--- src/rtl/round_key_reader_if.sv ---
// Bus bundle for round_key_reader: key-memory read port plus the byte-serial
// round-key stream towards the AES datapath.
//   master : the reader side (drives the memory strobe/address and the stream)
//   slave  : the environment side (memory read data and datapath ready)
interface round_key_reader_if #(
  parameter int ADDR_W = 6
);
  // Key memory read port
  logic              mem_rd_en;
  logic [ADDR_W-1:0] mem_addr;
  logic [31:0]       mem_rd_data;

  // Round-key byte stream
  logic [7:0]        rk_byte;
  logic              rk_valid;
  logic              rk_ready;
  logic              rk_last;
  logic [3:0]        round_cnt;

  modport master (
    output mem_rd_en, mem_addr, rk_byte, rk_valid, rk_last, round_cnt,
    input  mem_rd_data, rk_ready
  );

  modport slave (
    input  mem_rd_en, mem_addr, rk_byte, rk_valid, rk_last, round_cnt,
    output mem_rd_data, rk_ready
  );
endinterface

--- src/rtl/round_key_reader.sv ---
// round_key_reader: reads expanded round-key words from the key memory and
// streams them MSB-first, one byte per handshake, to the 8-bit AES datapath.
// Forward round order for encryption, reverse round order for decryption.
// A 2-entry word buffer plus one possible in-flight read keeps the stream
// gap-free while rk_ready stays high.
// Optional feature macro: RK_XOR_CHECKSUM_EN adds rk_checksum, the running XOR
// of every byte accepted in the current sweep.
module round_key_reader #(
  parameter int NUM_ROUNDS = 10,
  parameter int ADDR_W     = 6
) (
  input  logic gated_clk_ff,
  input  logic rst,
  input  logic start,
  input  logic decrypt,
  input  logic abort,
  round_key_reader_if.master bus,
  output logic busy,
`ifdef RK_XOR_CHECKSUM_EN
  output logic done,
  output logic [7:0] rk_checksum
`else
  output logic done
`endif
);

  typedef enum logic [1:0] {
    S_IDLE,
    S_RUN,
    S_DRAIN,
    S_DONE
  } state_t;

  localparam logic [3:0] LAST_RND = 4'(NUM_ROUNDS);

  state_t state_q, state_d;

  // Sweep direction captured at start
  logic        dec_q;

  // Read-issue position: round and word of the next word to fetch
  logic [3:0]  iss_rnd_q;
  logic [1:0]  iss_word_q;
  logic        inflight_q;

  // Two-entry word buffer
  logic [31:0] buf_mem [2];
  logic        wr_ptr_q, rd_ptr_q;
  logic [1:0]  count_q;

  // Output position: byte within the current round key, and its round
  logic [3:0]  pos_q;
  logic [3:0]  round_q;

  logic        start_acc;
  logic [3:0]  fin_rnd;
  logic [1:0]  occ;
  logic        rd_en;
  logic        last_issue;
  logic        rk_valid;
  logic        hs;
  logic        pop;
  logic        push;
  logic        rk_last;
  logic        final_byte;
  logic [31:0] head;
  logic [7:0]  head_byte;

  // Handshake, issue and pop decisions derived from the current state
  always_comb begin
    // NOTE: every always_comb output gets a default first so no path leaves it unassigned and a latch cannot be inferred.
    start_acc  = 1'b0;
    fin_rnd    = dec_q ? 4'd0 : LAST_RND;
    occ        = count_q + {1'b0, inflight_q};
    rd_en      = 1'b0;
    last_issue = 1'b0;
    rk_valid   = (count_q != 2'd0);
    hs         = 1'b0;
    pop        = 1'b0;
    push       = 1'b0;
    rk_last    = 1'b0;
    final_byte = 1'b0;
    head       = buf_mem[rd_ptr_q];
    head_byte  = 8'h00;

    start_acc  = (state_q == S_IDLE) && start && !abort;
    rd_en      = (state_q == S_RUN) && !abort && (occ < 2'd2);
    last_issue = rd_en && (iss_word_q == 2'd3) && (iss_rnd_q == fin_rnd);
    hs         = rk_valid && bus.rk_ready;
    pop        = hs && (pos_q[1:0] == 2'd3);
    push       = inflight_q && !abort;
    rk_last    = rk_valid && (pos_q == 4'hF);
    final_byte = hs && rk_last && (round_q == fin_rnd);

    unique case (pos_q[1:0])
      2'd0:    head_byte = head[31:24];
      2'd1:    head_byte = head[23:16];
      2'd2:    head_byte = head[15:8];
      default: head_byte = head[7:0];
    endcase
  end

  // Next-state logic; abort overrides every transition
  always_comb begin
    state_d = state_q;
    if (abort) begin
      state_d = S_IDLE;
    end else begin
      unique case (state_q)
        S_IDLE:  if (start)      state_d = S_RUN;
        S_RUN:   if (last_issue) state_d = S_DRAIN;
        S_DRAIN: if (final_byte) state_d = S_DONE;
        default: state_d = S_IDLE;
      endcase
    end
  end

  // FSM state register
  always_ff @(posedge gated_clk_ff or negedge rst) begin
    // NOTE: sequential state uses non-blocking assignments so every register samples pre-edge values regardless of block order.
    if (!rst) state_q <= S_IDLE;
    else      state_q <= state_d;
  end

  // Read-issue position; loaded at start, advanced on each issued read
  always_ff @(posedge gated_clk_ff or negedge rst) begin
    if (!rst) begin
      dec_q      <= 1'b0;
      iss_rnd_q  <= 4'd0;
      iss_word_q <= 2'd0;
    end else if (start_acc) begin
      dec_q      <= decrypt;
      iss_rnd_q  <= decrypt ? LAST_RND : 4'd0;
      iss_word_q <= 2'd0;
    end else if (rd_en) begin
      iss_word_q <= iss_word_q + 2'd1;
      if (iss_word_q == 2'd3 && !last_issue)
        iss_rnd_q <= dec_q ? iss_rnd_q - 4'd1 : iss_rnd_q + 4'd1;
    end
  end

  // In-flight flag: memory data is valid exactly one cycle after the strobe
  always_ff @(posedge gated_clk_ff or negedge rst) begin
    if (!rst) inflight_q <= 1'b0;
    else      inflight_q <= rd_en;
  end

  // Buffer occupancy and pointers; abort empties the buffer
  always_ff @(posedge gated_clk_ff or negedge rst) begin
    if (!rst) begin
      wr_ptr_q <= 1'b0;
      rd_ptr_q <= 1'b0;
      count_q  <= 2'd0;
    end else if (abort) begin
      wr_ptr_q <= 1'b0;
      rd_ptr_q <= 1'b0;
      count_q  <= 2'd0;
    end else begin
      if (push) wr_ptr_q <= ~wr_ptr_q;
      if (pop)  rd_ptr_q <= ~rd_ptr_q;
      count_q <= count_q + 2'(push) - 2'(pop);
    end
  end

  // Buffer storage: captures the returning word
  always_ff @(posedge gated_clk_ff) begin
    // NOTE: the data array has no reset; the occupancy count alone says which entries are meaningful.
    if (push) buf_mem[wr_ptr_q] <= bus.mem_rd_data;
  end

  // Output byte position and round index, stepped on each handshake
  always_ff @(posedge gated_clk_ff or negedge rst) begin
    if (!rst) begin
      pos_q   <= 4'd0;
      round_q <= 4'd0;
    end else if (abort) begin
      pos_q   <= 4'd0;
      round_q <= 4'd0;
    end else if (start_acc) begin
      pos_q   <= 4'd0;
      round_q <= decrypt ? LAST_RND : 4'd0;
    end else if (hs) begin
      pos_q <= pos_q + 4'd1;
      if (rk_last && !final_byte)
        round_q <= dec_q ? round_q - 4'd1 : round_q + 4'd1;
    end
  end

`ifdef RK_XOR_CHECKSUM_EN
  logic [7:0] checksum_q;

  // Running XOR of accepted bytes; holds after the sweep until the next start
  always_ff @(posedge gated_clk_ff or negedge rst) begin
    if (!rst)                   checksum_q <= 8'h00;
    else if (abort || start_acc) checksum_q <= 8'h00;
    else if (hs)                checksum_q <= checksum_q ^ head_byte;
  end

  assign rk_checksum = checksum_q;
`endif

  // Output drive; address and byte are forced to zero when not meaningful
  assign bus.mem_rd_en = rd_en;
  assign bus.mem_addr  = rd_en ? ADDR_W'({iss_rnd_q, iss_word_q}) : '0;
  assign bus.rk_valid  = rk_valid;
  assign bus.rk_byte   = rk_valid ? head_byte : 8'h00;
  assign bus.rk_last   = rk_last;
  assign bus.round_cnt = round_q;
  assign busy          = (state_q == S_RUN) || (state_q == S_DRAIN);
  assign done          = (state_q == S_DONE);

endmodule

--- src/flat_wrapper.sv ---
// flat-port wrapper written by rule: the top's interface ports become plain ports
module round_key_reader_flat 
#(
  parameter int NUM_ROUNDS = 10,
  parameter int ADDR_W     = 6
)
  (gated_clk_ff, rst, start, decrypt, abort, busy, done, bus_mem_rd_en, bus_mem_addr, bus_rk_byte, bus_rk_valid, bus_rk_last, bus_round_cnt, bus_mem_rd_data, bus_rk_ready);
  round_key_reader_if #(.ADDR_W(ADDR_W)) bus_i ();
  input  logic gated_clk_ff;
  input  logic rst;
  input  logic start;
  input  logic decrypt;
  input  logic abort;
  output logic busy;
  output logic done;
  output wire logic [$bits(bus_i.mem_rd_en)-1:0] bus_mem_rd_en;
  output wire logic [$bits(bus_i.mem_addr)-1:0] bus_mem_addr;
  output wire logic [$bits(bus_i.rk_byte)-1:0] bus_rk_byte;
  output wire logic [$bits(bus_i.rk_valid)-1:0] bus_rk_valid;
  output wire logic [$bits(bus_i.rk_last)-1:0] bus_rk_last;
  output wire logic [$bits(bus_i.round_cnt)-1:0] bus_round_cnt;
  input wire logic [$bits(bus_i.mem_rd_data)-1:0] bus_mem_rd_data;
  input wire logic [$bits(bus_i.rk_ready)-1:0] bus_rk_ready;
  assign bus_mem_rd_en = bus_i.mem_rd_en;
  assign bus_mem_addr = bus_i.mem_addr;
  assign bus_rk_byte = bus_i.rk_byte;
  assign bus_rk_valid = bus_i.rk_valid;
  assign bus_rk_last = bus_i.rk_last;
  assign bus_round_cnt = bus_i.round_cnt;
  assign bus_i.mem_rd_data = bus_mem_rd_data;
  assign bus_i.rk_ready = bus_rk_ready;
  round_key_reader #(.NUM_ROUNDS(NUM_ROUNDS), .ADDR_W(ADDR_W)) u_core (.gated_clk_ff(gated_clk_ff), .rst(rst), .start(start), .decrypt(decrypt), .abort(abort), .bus(bus_i), .busy(busy), .done(done));
endmodule
--- config.mk ---
export PLATFORM = sky130hd
export DESIGN_NAME = round_key_reader_flat
export DESIGN_NICKNAME = d
export VERILOG_FILES = /design/src/rtl/round_key_reader_if.sv /design/src/rtl/round_key_reader.sv /design/src/flat_wrapper.sv
export SDC_FILE = /design/constraint.sdc
export NUM_CORES = 1
export LEC_CHECK = 0
export BUFFER_PORTS_ARGS = -buffer_cell sky130_fd_sc_hd__buf_2
export CORE_MARGIN = 5
export CORE_UTILIZATION = 38
export CTS_BUF_LIST = sky130_fd_sc_hd__clkbuf_4
export CTS_CLUSTER_DIAMETER = 60
export CTS_CLUSTER_SIZE = 16
export DETAILED_ROUTE_END_ITERATION = 12
export GPL_TIMING_DRIVEN = 1
export MAX_ROUTING_LAYER = met4
export SETUP_SLACK_MARGIN = 0.2
export SYNTH_ARGS = -nofsm -noshare
export SYNTH_HDL_FRONTEND = slang
export SYNTH_SLANG_ARGS = --single-unit
--- constraint.sdc ---
create_clock -name gated_clk_ff -period 2.65 [get_ports gated_clk_ff]
set_input_delay 0.1325 -clock gated_clk_ff [delete_from_list [all_inputs] [get_ports gated_clk_ff]]
set_output_delay 0.1325 -clock gated_clk_ff [all_outputs]
set_load 0.05 [all_outputs]
# Yosys cells after proc, flatten, opt, wreduce, memory -nomap -nowiden
# Memory sizes are Yosys's and may differ from the RTL's.
# Cells that the tools add are included.
[word_totals]
latch_bits = 0
rom_bits = 0
register_bits = 22
out_inout_bits = 23
ram_bits = 64
word_cells = 97
mem_count = 1
[mem_list]
columns = ["memory", "depth", "width", "read_ports", "rd_clocked_by_memory_dff", "wr", "line_no", "text"]
rows = [
  ["u_core.buf_mem", 2, 32, 1, 0, 1, "round_key_reader.sv:47", "logic [31:0] buf_mem [2];"],
]
[classes]
multipliers = 0
order_cmp = 1
n_eq_ne = 13
addsub = 9
n_reduce_logical = 30
n_div = 0
shift = 0
muxes = 31
bitwise_logic = 2
[op_table]
columns = ["operator", "n"]
rows = [
  ["$mux 4", 14],
  ["$pmux 8 s3", 1],
  ["$logic_and 1x1->1", 14],
  ["$mux 2", 7],
  ["$add 4x1->4 const B", 3],
  ["$eq 2x2->1 const B", 5],
  ["$reduce_bool 2->1", 5],
  ["$eq 4x4->1", 2],
  ["$mux 8", 1],
  ["$sub 4x1->4 const B", 2],
  ["$mux 1", 6],
  ["$mux 6", 1],
  ["$ne 3x2->1 const B", 2],
  ["$pmux 2 s3", 1],
  ["$reduce_bool 3->1", 2],
  ["$add 2x1->2", 2],
  ["$eq 2x1->1 const B", 2],
  ["$eq 4x4->1 const B", 1],
  ["$logic_not 2->1", 2],
  ["$reduce_and 2->1", 2],
  ["$logic_not 1->1", 3],
  ["$ne 3x3->1 const B", 1],
  ["$reduce_and 3->1", 1],
  ["$add 2x1->2 const B", 1],
  ["other kinds (4)", 5],
]

# Logic depth before layout (Yosys ltp)
[logic_depth]
depth_word = 10
mapped_depth = 9

# Worst setup path after synthesis
# OpenSTA, ideal clock, no wires.
[synth_timing]
kind = "register to register"
start = "register u_core.inflight_q"
end = "memory u_core.buf_mem[0][0], enable pin"
setup_time_ns = 0.425
period_less_slack_ns = 2.461
required_time_ns = 2.225
path_buffers = 0
stages_incl_launch_ff = 3
setup_slack_ns = 0.189
arrival_ns = 2.036
cell_sequence = "dfrtp_1 > nor2b_1 > nor2b_1"
[synth_between]
elab_chain_len = 3
[synth_lines]
columns = ["element", "line_no", "text"]
rows = [
  ["start, declared", "round_key_reader.sv:44", "logic inflight_q;"],
  ["start signal, assigned", "round_key_reader.sv:145", "else inflight_q <= rd_en;"],
  ["$logic_and 1x1->1", "round_key_reader.sv:91", "push = inflight_q && !abort;"],
  ["$mux 1", "round_key_reader.sv:168", "if (push) buf_mem[wr_ptr_q] <= bus.mem_rd_data;"],
  ["$mux 1 (implied by the code)", "round_key_reader.sv:168", ""],
  ["end, declared", "round_key_reader.sv:47", ""],
]
# Every way passes these cells.

# Worst setup path after layout
[layout_timing]
start = "register u_core.pos_q[0]"
end = "output bus_rk_byte[2]"
[layout_between]
elab_chain_len = 3
word_cells_on_any_way = 5
classes_between = "2 x eq/ne; 2 x mux; 1 x reduce/logical"
[layout_lines]
columns = ["element", "line_no", "text"]
rows = [
  ["start, declared", "round_key_reader.sv:52", "logic [3:0] pos_q;"],
  ["start signal, assigned", "round_key_reader.sv:183", "pos_q <= pos_q + 4'd1;"],
  ["$eq 2x2->1 (tied with other cells)", "round_key_reader.sv:95", "unique case (pos_q[1:0])"],
  ["$pmux 8 s3 *", "round_key_reader.sv:95", ""],
  ["$mux 8 *", "round_key_reader.sv:206", "assign bus.rk_byte = rk_valid ? head_byte : 8'h00;"],
  ["end, declared", "flat_wrapper.sv:18", "output wire logic [$bits(bus_i.rk_byte)-1:0] bus_rk_byte;"],
]
# Mark *: on every way between the ends. The rest lies on a longest branch, timed or not.

==> results.sh <==
export IMPL_cts_max_level=3
export IMPL_synth_cell_type_count=36
export IMPL_numCtsBuffers=9
export IMPL_start_kind="flop"
export IMPL_path_class="reg -> out"
export IMPL_synthMuxAreaShare=0.0618
export IMPL_synth_most_common_cell="edfxtp_1"
export IMPL_setup_viol=0
export IMPL_grt_pass1_vias=2684
export IMPL_netlist_area_mm2=0.00391
export IMPL_synth_seq_cells=86
export IMPL_fin_hold_ws_ps=47.0
export IMPL_post_route_period_util=0.882
export IMPL_cts_root_buffer="clkbuf_4"
export IMPL_die_w_um=111
export IMPL_avgSynthCellArea_um2=14.2
export IMPL_synth_top_area_frac=0.492
export IMPL_slowest_stage="dfrtp_1"
export IMPL_p_per_area_mw_per_mm2=673
export IMPL_cp_required_ps=2520
export IMPL_cts_tree="yes"
export IMPL_via_count=2506
export IMPL_worstRegToRegCells=6
export IMPL_synth_simple_gate_area_frac=0.0688
export IMPL_worstHoldStart="start"
export IMPL_synth_flop_cell="edfxtp_1"
export IMPL_synthTopCellsByArea="edfxtp_1, dfrtp_1, ha_1"
export IMPL_hold_end="u_core.bus.round_cnt[3]"
export IMPL_hp_class="in -> reg"
export IMPL_drt_pass1_iter_count=5
export IMPL_final_nets=439
export IMPL_synth_top_family_by_area="compound AO/OA/AOI/OAI gates"
export IMPL_path_buf_inv=2
export IMPL_syn_instance_count=275
export IMPL_ir_worst_vdd_mv=0.414
export IMPL_cts_sinks=86
export IMPL_drt_vias_per_instance=4.79
export IMPL_yosysTopAreaCell="edfxtp_1"
export IMPL_rsz0062_at_grt="true"
export IMPL_drv_slew=0
export IMPL_synth_nets=333
export IMPL_drive_gt1_frac=0.290
export IMPL_path_cells="inv_2 > ha_4 > a222oi_1 > mux4_2 > nor2_1 > buf_2"
export IMPL_period_needed_ps=2340
export IMPL_drc=0
export IMPL_grt_total_usage=0.144
export IMPL_r2r_slack_ps=410
export IMPL_r2r_start="u_core.dec_q"
export IMPL_detail_route_antenna_nets=0
export IMPL_port_buffers=60
export IMPL_synth_xor_area_frac=0.0381
export IMPL_dp_hpwl_um=5370
export IMPL_die_y_um=111
export IMPL_power_leakage_nw=2.11
export IMPL_row_count=37
export IMPL_maxCapViolations=0
export IMPL_seq_area_mm2=0.00247
export IMPL_cp_max_fo=7
export IMPL_grt_pass1_wl_um=13600
export IMPL_synth_compound_area_share=0.0801
export IMPL_nFillCells=900
export IMPL_max_slew_worst_pin_slew_ps=649
export IMPL_synth_edff_count=64
export IMPL_cp_top_family="flip-flops"
export IMPL_routed_wl_um=8080
export IMPL_area_growth_pct=28.3
export IMPL_outcome="completed"
export IMPL_antenna_found_initial=1
export IMPL_clk_latency_ps=440
export IMPL_cpPeakStageDelay_ps=450
export IMPL_wire_per_inst_um=15.4
export IMPL_cp_arrival_ps=2210
export IMPL_max_freq_mhz=428
export IMPL_fin_area_mm2=0.00501
export IMPL_multi_input_area_mm2=0.00130
export IMPL_clk_pin_slew_ps=140
export IMPL_tns_ps=0
export IMPL_synth_seq_area_share=0.633
export IMPL_grt_start_max_net_pins=33
export IMPL_die_area_mm2=0.0124
export IMPL_hold_viol=0
export IMPL_grt_overflow_total=0
export IMPL_synth_warnings=0
export IMPL_place_area_mm2=0.00437
export IMPL_min_delay_path_depth=4
export IMPL_crit_reg2reg_capture="u_core.iss_rnd_q[3]"
export IMPL_ys_top_cells_by_count="edfxtp_1, inv_1, nor2_1, dfrtp_1, ha_1"
export IMPL_drt_iter0_markers=198
export IMPL_clk_path_buf_depth=2
export IMPL_finClkSkew_ps=14.4
export IMPL_core_area_mm2=0.0102
export IMPL_initial_core_util=0.384
export IMPL_synth_adder_area_share=0.0679
export IMPL_relSlewSlack=0.563
export IMPL_ios=61
export IMPL_endpoint_kind="primary output"
export IMPL_async_flop_share=0.256
export IMPL_gp_congestion=0.776
## worst register-to-register path, cell delays in order (launching register included)
cell,delay (ps)
dfrtp_1,580
ha_1,400
ha_1,140
nor3b_2,170
and3b_1,270
and4b_1,220
or3_1,360
## kinds of logic (layout without fill, tap and decap cells)
| family | Yosys count | count (layout) |
|---|---|---|
| xor+xnor | 17 | 17 |
| buf+inv | 46 | 157 |
| flops | 86 | 86 |
| fa+ha+maj | 20 | 20 |
| simple gates | 54 | 54 |
| other cells | 0 | 1 |
| mux | 14 | 14 |
| compound gates | 38 | 38 |
## final cells by class
class                   instances  area share
flip-flops and latches         86       0.494
multi-input cells             143       0.259
repair buffers                107       0.159
well taps                     136      0.0339
inverters                      34      0.0255
clock inverters                 7      0.0142
clock buffers                   9      0.0135
diodes                          1    0.000499
## placed cells by master, fill, tap and decap left out, types with 2 or more instances in the layout
master and count:
a211oi_1 2, a21o_1 3, a21oi_1 3, a222oi_1 16
a31oi_1 2, and2_1 7, and3b_1 2, buf_2 55
buf_4 9, buf_6 4, buf_8 4, clkbuf_4 9
clkinv_2 3, dfrtp_1 20, dfrtp_2 2, dlygate4sd3_1 35
edfxtp_1 64, fa_1 2, ha_1 14, ha_4 3
inv_1 32, inv_2 2, inv_6 3, mux2i_1 5
mux4_2 8, nand2_1 8, nand2b_1 2, nand3_1 3
nor2_1 20, nor2_2 3, nor2b_1 3, o21ai_0 6
o41ai_1 2, xnor2_1 12, xor2_1 5
## routing by layer
layer	up-vias	GRT usage	wire length (um)
met5	-	-	0
met4	0	0.0414	57
met3	2	0.0516	420
met2	57	0.238	4080
met1	1222	0.164	3510
li1	1225	-	-
## sequential cells by signal, indices dropped and copies added, names as in the netlist
register	cells
u_core.count_q	2
u_core.wr_ptr_q	1
u_core.iss_word_q	2
u_core.state_q	2
u_core.buf_mem	64
u_core.pos_q	4
u_core.dec_q	1
u_core.rd_ptr_q	1
u_core.bus.round_cnt	4
u_core.inflight_q	1
u_core.iss_rnd_q	4
## worst max path at each step
stage / from / endpoint / slack [ps] / depth (start not counted)
floorplan: u_core.pos_q[0] / bus_rk_byte[0] / 230 / 6
global placement: u_core.dec_q / u_core.iss_rnd_q[3] / 480 / 6
detailed placement: u_core.dec_q / u_core.iss_rnd_q[3] / 420 / 6
CTS: u_core.pos_q[0] / bus_rk_byte[3] / 200 / 7
global route: u_core.pos_q[0] / bus_rk_byte[0] / 190 / 7
finish: u_core.pos_q[0] / bus_rk_byte[2] / 310 / 6
## power breakdown
group	switching, mW	internal, mW
clock	0.462	0.293
combinational	0.551	0.391
sequential	0.108	1.57
total	1.12	2.25
## repair_timing
action / CTS / global route
endpoints found under the setup margin: 8 / 5
hold buffers: 35 / 0
pin swaps: 0 / 3
endpoints found under the hold margin: 94 / 0
buffers inserted: 5 / 0
gates resized for setup: 18 / 15
## per-stage QoR
stage                     setup slack [ps]   util  power [mW]  cells
after global routing                   186  0.492        3.58    523
final                                  312  0.492        3.38    523
after floorplan                        234      -        2.38    275
after CTS                              203  0.487        3.41    522
after detailed placement               418  0.429        2.59    466
after global placement                 480  0.429        2.57    466
Power figures use the tool's default switching activity.
